**config.mk**
```make
export PLATFORM = sky130hd
export DESIGN_NAME = delay_timer_arbiter
export DESIGN_NICKNAME = d
export VERILOG_FILES = /design/src/rtl/delay_timer_arbiter_pkg.sv /design/src/rtl/delay_timer_arbiter_rr_pick.sv /design/src/rtl/delay_timer_arbiter.sv
export SDC_FILE = /design/constraint.sdc
export NUM_CORES = 1
export LEC_CHECK = 0
export CAP_MARGIN = 20
export CORE_ASPECT_RATIO = 1.1
export CORE_MARGIN = 1
export CORE_UTILIZATION = 45
export CTS_BUF_LIST = sky130_fd_sc_hd__clkbuf_8
export CTS_CLUSTER_DIAMETER = 30
export DETAILED_ROUTE_END_ITERATION = 10
export PLACE_DENSITY = 0.8
export SKIP_LAST_GASP = 1
export SLEW_MARGIN = 25
export SYNTH_ARGS = -nofsm -noshare
export SYNTH_HDL_FRONTEND = slang
export SYNTH_SLANG_ARGS = --single-unit
```
**constraint.sdc**
```tcl
create_clock -name clkin -period 4.5 [get_ports clkin]
set_clock_uncertainty 0.2 [all_clocks]
set_input_delay 0.675 -clock clkin [delete_from_list [all_inputs] [get_ports clkin]]
set_output_delay 0.675 -clock clkin [all_outputs]
set_load 0.02 [all_outputs]
```
**src/rtl/delay_timer_arbiter_pkg.sv**
```systemverilog
// Shared definitions for the delay timer arbiter.
// Holds the FSM state encoding used by the top level. The encodings are fixed
// so that any debug tooling that decodes the state register sees stable values.
package delay_timer_arbiter_pkg;

  typedef enum logic [1:0] {
    S_IDLE  = 2'd0,
    S_COUNT = 2'd1,
    S_DONE  = 2'd2
  } state_t;

endpackage

```
**src/rtl/delay_timer_arbiter_rr_pick.sv**
```systemverilog
// Combinational round-robin selector.
// Picks the first set request bit, starting the search at ptr and wrapping
// modulo NREQ. Reusable by any arbiter that keeps its own rotating pointer.
// Ports:
//   req    in   NREQ  request vector
//   ptr    in   PW    index where the search starts
//   winner out  NREQ  one-hot winner, all zero when nothing is requested
//   index  out  PW    index of the winner (0 when invalid)
//   valid  out  1     high when any request bit is set
module delay_timer_arbiter_rr_pick #(
  parameter int NREQ = 4,
  parameter int PW   = $clog2(NREQ)
) (
  input  logic [NREQ-1:0] req,
  input  logic [PW-1:0]   ptr,
  output logic [NREQ-1:0] winner,
  output logic [PW-1:0]   index,
  output logic            valid
);

  logic [PW:0] w_dist;
  logic [PW:0] w_bestDist;

  // Each set bit is ranked by its distance from ptr going upward with wrap;
  // the smallest distance wins. The extra bit in w_dist holds i+NREQ before
  // the subtraction, so the wrap never overflows.
  always_comb begin
    winner     = '0;
    index      = '0;
    valid      = 1'b0;
    w_dist     = '0;
    w_bestDist = '1;
    for (int i = 0; i < NREQ; i++) begin
      if (PW'(i) >= ptr) begin
        w_dist = (PW+1)'(i) - {1'b0, ptr};
      end else begin
        w_dist = (PW+1)'(i) + (PW+1)'(NREQ) - {1'b0, ptr};
      end
      if (req[i] && (!valid || (w_dist < w_bestDist))) begin
        valid      = 1'b1;
        w_bestDist = w_dist;
        index      = PW'(i);
        winner     = '0;
        winner[i]  = 1'b1;
      end
    end
  end

endmodule

```
**src/rtl/delay_timer_arbiter.sv**
```systemverilog
// Shares one tick-driven delay counter among NREQ requesters.
// A requester raises req[i] with a delay in ticks on delay[i*DW +: DW]; the
// counter is granted round-robin, counts divider strobes, and done[i] pulses
// once when the delay expires. div_en runs the divider only while counting.
// Ports:
//   clkin   in   1        system clock, all logic on posedge
//   reset   in   1        synchronous active-high reset
//   tick    in   1        one-cycle strobe from the clock divider
//   req     in   NREQ     level request per requester
//   delay   in   NREQ*DW  packed per-requester delays
//   div_en  out  1        enable to the divider
//   busy    out  1        high whenever the FSM is not idle
//   grant   out  NREQ     one-hot owner of the counter
//   done    out  NREQ     one-cycle pulse to the owner at expiry
module delay_timer_arbiter
  import delay_timer_arbiter_pkg::*;
#(
  parameter int NREQ = 4,
  parameter int DW   = 8
) (
  input  logic             clkin,
  input  logic             reset,
  input  logic             tick,
  input  logic [NREQ-1:0]  req,
  input  logic [NREQ*DW-1:0] delay,
  output logic             div_en,
  output logic             busy,
  output logic [NREQ-1:0]  grant,
  output logic [NREQ-1:0]  done
);

  localparam int PW = $clog2(NREQ);

  state_t          r_state;
  logic [DW-1:0]   r_cnt;
  logic [PW-1:0]   r_ptr;
  logic [PW-1:0]   r_owner;
  logic [NREQ-1:0] r_grant;
  logic [NREQ-1:0] r_done;
  logic            r_divEn;
  logic            r_busy;

  state_t          w_stateNext;
  logic [DW-1:0]   w_cntNext;
  logic [PW-1:0]   w_ptrNext;
  logic [PW-1:0]   w_ownerNext;
  logic [NREQ-1:0] w_grantNext;
  logic [NREQ-1:0] w_doneNext;
  logic            w_divEnNext;
  logic            w_busyNext;

  logic [NREQ-1:0] w_pickOnehot;
  logic [PW-1:0]   w_pickIdx;
  logic            w_pickValid;
  logic [DW-1:0]   w_delaySel;
  logic [PW-1:0]   w_ptrAfter;
  logic            w_ownerReq;

  delay_timer_arbiter_rr_pick #(
    .NREQ(NREQ),
    .PW  (PW)
  ) u_pick (
    .req   (req),
    .ptr   (r_ptr),
    .winner(w_pickOnehot),
    .index (w_pickIdx),
    .valid (w_pickValid)
  );

  // Delay of the arbitration winner, captured only at grant time.
  always_comb begin
    w_delaySel = '0;
    for (int i = 0; i < NREQ; i++) begin
      if (w_pickIdx == PW'(i)) begin
        w_delaySel = delay[i*DW +: DW];
      end
    end
  end

  assign w_ownerReq = |(req & r_grant);

  // Next state and next values of every registered output. A delay of zero
  // still takes one COUNT cycle so the grant is visible before done, but the
  // divider is never enabled for it. Finishing clears grant, div_en and cnt
  // in the same edge that raises done, and moves the pointer past the owner.
  always_comb begin
    w_stateNext = r_state;
    w_cntNext   = r_cnt;
    w_ptrNext   = r_ptr;
    w_ownerNext = r_owner;
    w_grantNext = r_grant;
    w_doneNext  = '0;
    w_divEnNext = r_divEn;
    w_busyNext  = r_busy;
    w_ptrAfter  = (r_owner == PW'(NREQ-1)) ? '0 : r_owner + 1'b1;

    case (r_state)
      S_IDLE: begin
        w_grantNext = '0;
        w_divEnNext = 1'b0;
        w_busyNext  = 1'b0;
        if (w_pickValid) begin
          w_stateNext = S_COUNT;
          w_grantNext = w_pickOnehot;
          w_ownerNext = w_pickIdx;
          w_cntNext   = w_delaySel;
          w_divEnNext = (w_delaySel != '0);
          w_busyNext  = 1'b1;
        end
      end
      S_COUNT: begin
        if (!w_ownerReq) begin
          w_stateNext = S_IDLE;
          w_grantNext = '0;
          w_divEnNext = 1'b0;
          w_busyNext  = 1'b0;
          w_cntNext   = '0;
          w_ptrNext   = w_ptrAfter;
        end else if ((r_cnt == '0) || (tick && (r_cnt == DW'(1)))) begin
          w_stateNext = S_DONE;
          w_doneNext  = r_grant;
          w_grantNext = '0;
          w_divEnNext = 1'b0;
          w_cntNext   = '0;
          w_ptrNext   = w_ptrAfter;
        end else if (tick) begin
          w_cntNext = r_cnt - 1'b1;
        end
      end
      S_DONE: begin
        w_stateNext = S_IDLE;
        w_busyNext  = 1'b0;
      end
      default: begin
        w_stateNext = S_IDLE;
        w_grantNext = '0;
        w_divEnNext = 1'b0;
        w_busyNext  = 1'b0;
      end
    endcase
  end

  // State and output registers; reset aborts any count without a done.
  always_ff @(posedge clkin) begin
    if (reset) begin
      r_state <= S_IDLE;
      r_cnt   <= '0;
      r_ptr   <= '0;
      r_owner <= '0;
      r_grant <= '0;
      r_done  <= '0;
      r_divEn <= 1'b0;
      r_busy  <= 1'b0;
    end else begin
      r_state <= w_stateNext;
      r_cnt   <= w_cntNext;
      r_ptr   <= w_ptrNext;
      r_owner <= w_ownerNext;
      r_grant <= w_grantNext;
      r_done  <= w_doneNext;
      r_divEn <= w_divEnNext;
      r_busy  <= w_busyNext;
    end
  end

  assign div_en = r_divEn;
  assign busy   = r_busy;
  assign grant  = r_grant;
  assign done   = r_done;

endmodule

```
==> impl_results.md <==
* Fmax at 0.233 GHz
* CTS Buf Count at 3
* Post-synthesis sequential area ratio at 0.273
* Final setup TNS at 0 ns
* Mux share of post-synthesis cell area at 0.0940
* Outcome: complete, no violations
* Hold-fix buffers, CTS at 0
* GRT Overall Usage at 0.253
* P&R area growth vs syn at 40.5%
* Detailed placement HPWL at between 3000 and 4000 um
* Top cell type's share of synthesized area at 0.273
* Total Routed Length at around 5200 um
* Initial Utilization at 0.477
* CTS Root Cell: clkbuf_8
* Synth top area cells: dfxtp_1 27%, ha_1 7.1%, mux2i_1 6.8%, a21oi_1 4.3%, nor2_1 3.8%
* Die W at 61.6 um
* Clock buffer depth at 2
* Leak at between 0.9 and 1 nW
* Number of synthesized register bits at 24
* Die height at ~68 um
* CTS tree: built
* Nets@finish at 318
* Dpl cell area at between 2000 and 2500 um2
* Worst Hold Launch: grant[0]$_SDFFE_PP0P_
* Period minus WS final at around 4.3 ns
* Yosys Warn Count at 0
* Largest net degree at the start of global routing at 15
* CP Data Arrival Time at ~4.3 ns
* Layout cells sized above 1 at 0.131
* RR Startpoint: r_ptr[0]$_SDFFE_PP0P_
* Worst Tran Pin Value at 0.848 ns
* Max-slew violations at 0
* Num rows at 23
* Final GP Congestion at roughly 0.93
* Post-synthesis adder-cell area fraction at 0.0712
* Area leader, netlist: dfxtp_1
* Compound-Gate Fraction of Synth Area at 0.272
* Critical Path End Type: register
* Initial antenna violation count at 0
* Dpl ws at -0.248 ns
* Largest family of logic cells by synthesized area: compound AO/OA/AOI/OAI gates
* Finished Cell Area at about 2500 um2
* Routed WL per cell at approximately 16 um
* Clk Latency, worst-skew pair at ~0.26 ns
* Post-Syn Nets at between 200 and 300
* CP startpoint kind: register
* Final period util at 0.954
* RSZ-0062 raised after global routing: no
* Dominant synthesized flop cell: dfxtp_1
* Max_cap viols at 0
* Post-synthesis cell type count at slightly above 50
* First-pass GRT wire length at roughly 7900 um
* Ant. Diodes at 0
* Gr ovfl total at 0
* Full die area at between 4000 and 5000 um2
* DRC at 0
* DRT Pass-1 Iters at 4
* Register-to-Register Path Depth at 18
* Vias in the first global route at ~1800
* Vias at around 1900
* Fillers at roughly 330
* Crit-path max FO at 8
* Sink Count at 24
* Avg Synthesized Cell Area at 8.25 um2
* Post-Synth XOR/XNOR Area at 0
* Clock slew at reported path FFs at about 0.09 ns
* Synth Area in Simple Gates at 0.242
* Final Hold Violating Endpoints at 0
* Post-DR vias/cell at approximately 6.0
* Critical path startpoint: r_ptr[0]$_SDFFE_PP0P_
* Final setup viols at 0
* Reg area at 480 um2
* Inst Count DP at ~310
* Final ANT Viol Nets at 0
* Initial DRC count at between 100 and 150
* Async set or reset register ratio after synthesis at 0
* Final worst slack at around 0.21 ns
* Peak VDD IR at roughly 0.19 mV
* Hold Path Cell Cnt at 2
* Max_slew headroom at 0.431
* Io pins at between 40 and 50
* Final cell count without fillers at around 320
* Core area at 3680 um2
* Final Hold Slack at 0.312 ns
* Port Buffers at 48
* EDFF count, synth at 0
* Syn Inst Count at 213
* Pwr dens at 365 nW/um2
* Worst Hold Class: register to register
* Mapped Area at approximately 1800 um2
* Multi-input logic area at roughly 1300 um2
* Data required, critical path at 4.49 ns
* WS Path Type: register to register
* Max H-tree Level at 1
critical path: stages, from the launching register on:
cell      delay [ns]
dfxtp_1         0.39
ha_1            0.22
and2_1          0.18
ha_4            0.27
inv_2           0.05
o31ai_4         0.20
mux2i_1         0.27
ha_1            0.28
o21a_1          0.11
a211o_1         0.31
nand2_2         0.09
nor2_1          0.05
a21oi_1         0.13
ha_2            0.19
nor2b_1         0.06
and2_2          0.20
a221o_2         0.42
a2111o_1        0.44
a31oi_1         0.16
worst paths after layout:
check	to	slack, ns
worst max-delay path	r_cnt[2]$_SDFFE_PP0P_	0.21
worst min-delay path	grant[0]$_SDFFE_PP0P_	0.31
worst max register to register	r_cnt[2]$_SDFFE_PP0P_	0.21
worst min register to register	grant[0]$_SDFFE_PP0P_	0.31
cells in the mapped netlist (4+ instances only):
master and instances:
a22o_1 4, clkbuf_1 6, nor4_1 10, a21oi_1 15, and3_1 5, ha_1 10
nor2_1 18, mux2i_1 12, dfxtp_1 24, mux2_2 4, o31ai_1 5, o21ai_0 5
nand3_1 8, and2_1 7, nand2_1 14, o211ai_1 4, o31a_1 4, inv_1 9
cell type report:
class,instances,area share
clock inverter,1,0.0122
sequential,24,0.195
multi-input combinational,172,0.507
timing repair buffer,59,0.230
clock buffer,3,0.0167
inverter,9,0.0137
tap,50,0.0253
layout by cell type, fill, tap and decap left out, types with 3 or more instances in the layout:
master	n
nor2b_1	3
and2_1	7
nand2_1	13
nor3_1	3
buf_4	10
a21oi_1	15
inv_1	8
mux2i_1	12
o211ai_1	4
and3_1	5
o21a_1	3
mux2_2	4
nor4_1	10
nor2_1	18
nand3_1	8
o21ai_0	5
clkdlybuf4s50_1	47
clkbuf_8	3
a211oi_1	3
o31a_1	4
ha_1	8
a22o_1	4
dfxtp_1	24
o31ai_1	4
a2111o_1	3
layer usage:
metal | global-route usage | vias up | wire length, um
met5 | 0 | - | 0
met1 | 0.301 | 883 | 2120
met3 | 0.0421 | 8 | 453
met4 | 0.0778 | 0 | 72
met2 | 0.456 | 87 | 2510
li1 | - | 931 | -
timing repair:
item / 4_1_cts / 5_1_grt
gates resized for setup: 0 / 13
setup endpoints to repair: 0 / 13
setup buffers: 0 / 2
stage by stage:
stage,util,total power [mW]
floorplan,-,0.547
global placement,0.629,0.670
detailed placement,0.629,0.678
CTS,0.649,0.868
global route,0.671,0.960
finish,0.671,0.900
sequential cells by signal, indices dropped and copies added, names as in the netlist:
name,flops
div_en,1
done,4
r_ptr,2
grant,4
busy,1
r_state,2
r_owner,2
r_cnt,8
where the power goes:
part           switching (mW)  internal [mW]
clock                  0.0685          0.119
sequential             0.0401          0.248
combinational           0.222          0.203
total                   0.331          0.569
logic make-up (layout without fill, tap and decap cells):
family	count (synthesis)	after routing
buf+inv	18	72
flops	24	24
simple gates	80	80
mux	16	16
fa+ha+maj	10	10
compound gates	65	66
No activity file was read; power rests on OpenSTA's default activity.
